[config.mk]
export PLATFORM = sky130hd
export DESIGN_NAME = noc_output_flow_ctrl
export DESIGN_NICKNAME = d
export VERILOG_FILES = /design/src/rtl/noc_output_flow_ctrl.sv
export SDC_FILE = /design/constraint.sdc
export NUM_CORES = 1
export LEC_CHECK = 0
export CORE_MARGIN = 4
export CORE_UTILIZATION = 40
export CTS_BUF_LIST = sky130_fd_sc_hd__clkbuf_16
export CTS_CLUSTER_DIAMETER = 60
export DETAILED_ROUTE_END_ITERATION = 7
export GPL_ROUTABILITY_DRIVEN = 0
export SYNTH_ARGS = -nofsm -noshare
export SYNTH_HDL_FRONTEND = slang
export SYNTH_SLANG_ARGS = --single-unit
[constraint.sdc]
create_clock -name clk -period 14.9 [get_ports clk]
set_input_delay 2.98 -clock clk [delete_from_list [all_inputs] [get_ports clk]]
set_output_delay 2.98 -clock clk [all_outputs]
set_load 0.02 [all_outputs]
[src/rtl/noc_output_flow_ctrl.sv]
// noc_output_flow_ctrl
// Source-side credit gate for one NoC output port. Whole CHDR packets from the
// block are held at their header until the downstream receive window (bytes
// and/or packets) has room, then passed through combinationally. Cumulative
// ACK counts arrive on the fc_* stream and are captured as absolute values.
module noc_output_flow_ctrl #(
    parameter logic [7:0] SR_FLOW_CTRL_WINDOW_SIZE = 8'd8,
    parameter logic [7:0] SR_FLOW_CTRL_PKT_LIMIT   = 8'd9,
    parameter logic [7:0] SR_FLOW_CTRL_WINDOW_EN   = 8'd10
) (
    input  logic        clk,
    input  logic        reset,
    input  logic        clear,
    input  logic        set_stb,
    input  logic [7:0]  set_addr,
    input  logic [31:0] set_data,
    input  logic [63:0] i_tdata,
    input  logic        i_tlast,
    input  logic        i_tvalid,
    output logic        i_tready,
    output logic [63:0] o_tdata,
    output logic        o_tlast,
    output logic        o_tvalid,
    input  logic        o_tready,
    input  logic [63:0] fc_tdata,
    input  logic        fc_tlast,
    input  logic        fc_tvalid,
    output logic        fc_tready,
    output logic        stalled
);

    typedef enum logic {ST_WAIT, ST_PASS} data_state_t;
    typedef enum logic [1:0] {FC_HDR, FC_TIME, FC_PAYLOAD, FC_DROP} fc_state_t;

    logic [31:0] window_bytes_reg;
    logic [15:0] pkt_limit_reg;
    logic [1:0]  window_en_reg;

    logic [31:0] sent_bytes_reg;
    logic [31:0] sent_pkts_reg;
    logic [31:0] ack_bytes_reg;
    logic [31:0] ack_pkts_reg;

    data_state_t data_state_reg, data_state_next;
    // The first beat accepted in ST_PASS is the header that earned the credit.
    logic        hdr_pending_reg;
    fc_state_t   fc_state_reg, fc_state_next;

    logic [15:0] hdr_len;
    logic [31:0] inflight_b;
    logic [31:0] inflight_p;
    logic [32:0] need_b;
    logic [32:0] need_p;
    logic        ok_b;
    logic        ok_p;
    logic        credit_ok;
    logic        hdr_xfer;
    logic        fc_capture;
    logic        unused_bits;

    // Only the header length field steers the gate; the rest rides through.
    assign unused_bits = ^{i_tdata[63:48], i_tdata[31:0]};

    assign hdr_len    = i_tdata[47:32];
    assign inflight_b = sent_bytes_reg - ack_bytes_reg;
    assign inflight_p = sent_pkts_reg - ack_pkts_reg;

    // 33-bit sums so a large in-flight count plus a new packet cannot wrap
    // into a false "fits" result. An empty pipe always admits one packet so
    // oversize packets cannot deadlock.
    assign need_b    = {1'b0, inflight_b} + {17'd0, hdr_len};
    assign need_p    = {1'b0, inflight_p} + 33'd1;
    assign ok_b      = !window_en_reg[0] || (need_b <= {1'b0, window_bytes_reg}) || (inflight_b == 32'd0);
    assign ok_p      = !window_en_reg[1] || (need_p <= {17'd0, pkt_limit_reg}) || (inflight_p == 32'd0);
    assign credit_ok = ok_b && ok_p;

    assign hdr_xfer  = (data_state_reg == ST_PASS) && hdr_pending_reg && i_tvalid && o_tready;

    assign o_tdata   = i_tdata;
    assign o_tlast   = i_tlast;
    assign fc_tready = 1'b1;

    // Settings bus registers.
    always_ff @(posedge clk or posedge reset) begin
        if (reset) begin
            window_bytes_reg <= 32'd0;
            pkt_limit_reg    <= 16'd0;
            window_en_reg    <= 2'd0;
        end else if (clear) begin
            window_bytes_reg <= 32'd0;
            pkt_limit_reg    <= 16'd0;
            window_en_reg    <= 2'd0;
        end else if (set_stb) begin
            if (set_addr == SR_FLOW_CTRL_WINDOW_SIZE) window_bytes_reg <= set_data;
            if (set_addr == SR_FLOW_CTRL_PKT_LIMIT)   pkt_limit_reg    <= set_data[15:0];
            if (set_addr == SR_FLOW_CTRL_WINDOW_EN)   window_en_reg    <= set_data[1:0];
        end
    end

    // Data FSM next state and handshake gating.
    always_comb begin
        data_state_next = data_state_reg;
        o_tvalid        = 1'b0;
        i_tready        = 1'b0;
        stalled         = 1'b0;
        case (data_state_reg)
            ST_WAIT: begin
                if (i_tvalid) begin
                    if (credit_ok) data_state_next = ST_PASS;
                    else           stalled         = 1'b1;
                end
            end
            ST_PASS: begin
                o_tvalid = i_tvalid;
                i_tready = o_tready;
                if (i_tvalid && o_tready && i_tlast) data_state_next = ST_WAIT;
            end
            default: data_state_next = ST_WAIT;
        endcase
    end

    // Data FSM state and sent counters, charged on the header handshake.
    always_ff @(posedge clk or posedge reset) begin
        if (reset) begin
            data_state_reg  <= ST_WAIT;
            hdr_pending_reg <= 1'b0;
            sent_bytes_reg  <= 32'd0;
            sent_pkts_reg   <= 32'd0;
        end else if (clear) begin
            data_state_reg  <= ST_WAIT;
            hdr_pending_reg <= 1'b0;
            sent_bytes_reg  <= 32'd0;
            sent_pkts_reg   <= 32'd0;
        end else begin
            data_state_reg <= data_state_next;
            if (data_state_reg == ST_WAIT && data_state_next == ST_PASS)
                hdr_pending_reg <= 1'b1;
            else if (hdr_xfer)
                hdr_pending_reg <= 1'b0;
            if (hdr_xfer) begin
                sent_bytes_reg <= sent_bytes_reg + {16'd0, hdr_len};
                sent_pkts_reg  <= sent_pkts_reg + 32'd1;
            end
        end
    end

    // FC ACK parser next state; only a well-formed FC payload word is captured.
    always_comb begin
        fc_state_next = fc_state_reg;
        fc_capture    = 1'b0;
        if (fc_tvalid) begin
            case (fc_state_reg)
                FC_HDR: begin
                    if (!fc_tlast) begin
                        if (fc_tdata[63:62] == 2'b01)
                            fc_state_next = fc_tdata[61] ? FC_TIME : FC_PAYLOAD;
                        else
                            fc_state_next = FC_DROP;
                    end
                end
                FC_TIME:    fc_state_next = fc_tlast ? FC_HDR : FC_PAYLOAD;
                FC_PAYLOAD: begin
                    fc_capture    = 1'b1;
                    fc_state_next = fc_tlast ? FC_HDR : FC_DROP;
                end
                FC_DROP:    if (fc_tlast) fc_state_next = FC_HDR;
                default:    fc_state_next = FC_HDR;
            endcase
        end
    end

    // FC parser state and absolute ACK counters (overwrite, not accumulate).
    always_ff @(posedge clk or posedge reset) begin
        if (reset) begin
            fc_state_reg  <= FC_HDR;
            ack_bytes_reg <= 32'd0;
            ack_pkts_reg  <= 32'd0;
        end else if (clear) begin
            fc_state_reg  <= FC_HDR;
            ack_bytes_reg <= 32'd0;
            ack_pkts_reg  <= 32'd0;
        end else begin
            fc_state_reg <= fc_state_next;
            if (fc_capture) begin
                ack_pkts_reg  <= fc_tdata[63:32];
                ack_bytes_reg <= fc_tdata[31:0];
            end
        end
    end

endmodule

==> results by group <==
Outcome
  • Status: completed

Die
  • Io pins: 246
  • Die Area: 41,300 µm²
  • Std-Cell Core Area: 37,700 µm²
  • Num rows: 71
  • Die height: 203 µm
  • Initial Util: 0.405
  • Die Width: 203 µm

Yosys
  • Top cell type by total area after synthesis: dfrtp_1
  • Post-Syn Area: 15,300 µm²
  • Synth Area in Compound Gates: 0.198
  • XOR/XNOR share of the synthesized area: 0.0859
  • Share of the synthesized area in the top cell type: 0.298
  • Avg Cell Area, Syn: 8.28 µm²
  • Net count after synthesis: 2,171
  • Post-synthesis mux area share: 0.0153
  • Synth async-reset ratio: 1.00
  • Count of warnings emitted by yosys: 0
  • Synth area leaders: dfrtp_1, ha_1, a21oi_1
  • Post-synth top cells: nand2_1, dfrtp_1, a21oi_1
  • Top_reg_cell synth: dfrtp_1
  • Most frequent cell after synthesis: nand2_1
  • Synth unique cells: 82
  • Post-synth EDFFs: 0
  • Post-Synthesis Cells: 1,843
  • Synth Area in Adders: 0.126
  • Post-synthesis simple-gate area fraction: 0.196
  • Synthesized flop and latch total: 182
  • Sequential share of the synthesized area: 0.298
  • Largest family of logic cells by synthesized area: compound AO/OA/AOI/OAI gates

Global routing
  • Total grt overflow: 0
  • Antenna violations before repair: 0
  • Vias in the first global route: 13,100
  • Global-route wire length before repair: 66,300 µm
  • Largest net degree at the start of global routing: 118
  • Total track usage: 0.194

Finish
  • Fillers: 3,783
  • Layout cells sized above 1: 0.0309
  • Syn-to-layout area delta: 13.4%
  • # nets final: 2,225
  • Diode count: 0

Route
  • Post-Route WL: 40,400 µm
  • Metal3 WL: 1760 µm
  • Remaining DRCs: 0
  • WL/cell: 16.7 µm
  • Starting DRT DRC Count: 846
  • First-pass DRT Iterations: 7
  • Via density: 5.44
  • DRT antenna net count: 0
  • Routed wl met2: 20,000 µm
  • Vias post-DR: 13,200
  • Top Metal Used: met4
  • DRT met1 WL: 18,100 µm

STA
  • Max Slew Vio Count: 0
  • Final Cycle Share: 0.827
  • Final worst path period need: 12.32 ns
  • Peak Freq: 81.2 MHz
  • Final Hold Fails: 0
  • Slew headroom: 0.206
  • Final setup TNS: 0 ns
  • Finish-stage setup viols: 0
  • Worst Setup Slack, final: 2.58 ns
  • RSZ-0062 raised after global routing: no
  • Clock skew: 0.00809 ns
  • Actual slew at the worst max-slew pin: 1.19 ns

Power
  • Leak: 7.82 nW
  • Pwr/cell area: 90.2 nW/µm²
  • Maximum vdd drop: 78.8 µV

Critical path
  • Max incr delay on CP: 0.53 ns
  • CP Launch Type: primary input
  • Critical path class: in2out
  • Slowest cell on crit path: clkdlybuf4s50_1
  • CP Data Required Time: 11.92 ns
  • Worst Path Max Fanout: 5
  • Critical Path AT: 9.34 ns
  • Worst Setup End Kind: output port

Clock network
  • Worst-Skew Late Latency: 0.45 ns
  • CTS sink cnt: 182
  • Root Driver: clkbuf_16
  • TritonCTS buffer count: 17
  • H-tree depth: 4
  • CTS tree: built
  • Clock tree buffer depth: 2
  • Clk pin slew, worst setup/hold paths: 0.06 ns
  • Post-CTS sizing: 0
  • CTS Hold Bufs: 0
  • Post-CTS Setup Bufs: 0

Flow run
  • Max Cap Viol: 0

Place
  • I/O Buffers: 148
  • Worst slack, placed: 2.60 ns
  • HPWL after DPL: 31,200 µm

Hold path
  • Worst min path class: reg2reg
worst max-delay path: cells and delay by family:
family          cells  cell delay [ns]
fa+ha+maj           3             0.87
buf+inv             3             1.10
compound gates     13             2.48
simple gates       10             1.76
xor+xnor            1             0.15
where the power goes:
group	internal (mW)	switching [mW]
sequential	0.501	0.00528
clock	0.241	0.200
combinational	0.268	0.344
total	1.01	0.550
cell usage in the layout, fill, tap and decap left out, drive strengths merged, types with 20 or more instances in the layout:
master / n
ha: 147
nand3: 57
nand2: 206
nor2b: 24
and3: 26
inv: 142
o21ai: 63
xor2: 72
clkdlybuf4s50: 147
a21oi: 167
a22o: 65
nor2: 152
a21o: 46
nand4: 32
nor3: 33
dfrtp: 182
mux2i: 20
xnor2: 76
logic make-up after synthesis:
logic type      after synthesis
flops                       182
xor+xnor                    148
fa+ha+maj                   151
mux                          23
buf+inv                     260
other cells                   1
compound gates              457
simple gates                621
through the flow:
stage	instance area, µm²	std cells	hold slack [ns]	power, mW	utilization
2_1_floorplan	15300	1843	0.473	0.978	-
3_3_place_gp	16800	2389	0.490	1.11	0.445
3_5_place_dp	16800	2389	0.492	1.12	0.445
4_1_cts	17300	2420	0.511	1.58	0.460
5_1_grt	17300	2420	0.520	1.67	0.460
6_report	17300	2420	0.502	1.56	0.460
final timing paths:
| kind | startpoint | endpoint | slack [ns] | depth (start not counted) |
|---|---|---|---|---|
| worst max-delay path | i_tdata[32] | stalled | 2.58 | 30 |
| worst min-delay path | ack_pkts_reg[13] | ack_pkts_reg[13] | 0.50 | 1 |
| worst max register to register | sent_bytes_reg[0] | hdr_pending_reg | 8.38 | 33 |
| worst min register to register | ack_pkts_reg[13] | ack_pkts_reg[13] | 0.50 | 1 |
| max in group asynchronous | reset | sent_bytes_reg[6] | 10.40 | 3 |
| min in group asynchronous | reset | sent_pkts_reg[17] | 3.09 | 2 |
metal layers:
metal | track usage | up-vias
li1 | - | 6555
met1 | 0.250 | 6280
met2 | 0.343 | 285
met3 | 0.0324 | 34
met4 | 0.0422 | 0
met5 | 0 | -
cell type report:
cell class	count	area, µm²	share of cell area
multi-input combinational	1401	9500	0.549
sequential	182	4550	0.263
timing repair buffer	156	1540	0.0889
tap	511	639	0.0369
inverter	139	529	0.0306
clock buffer	17	425	0.0246
clock inverter	14	121	0.00701
(Power assumes the default switching activity.)
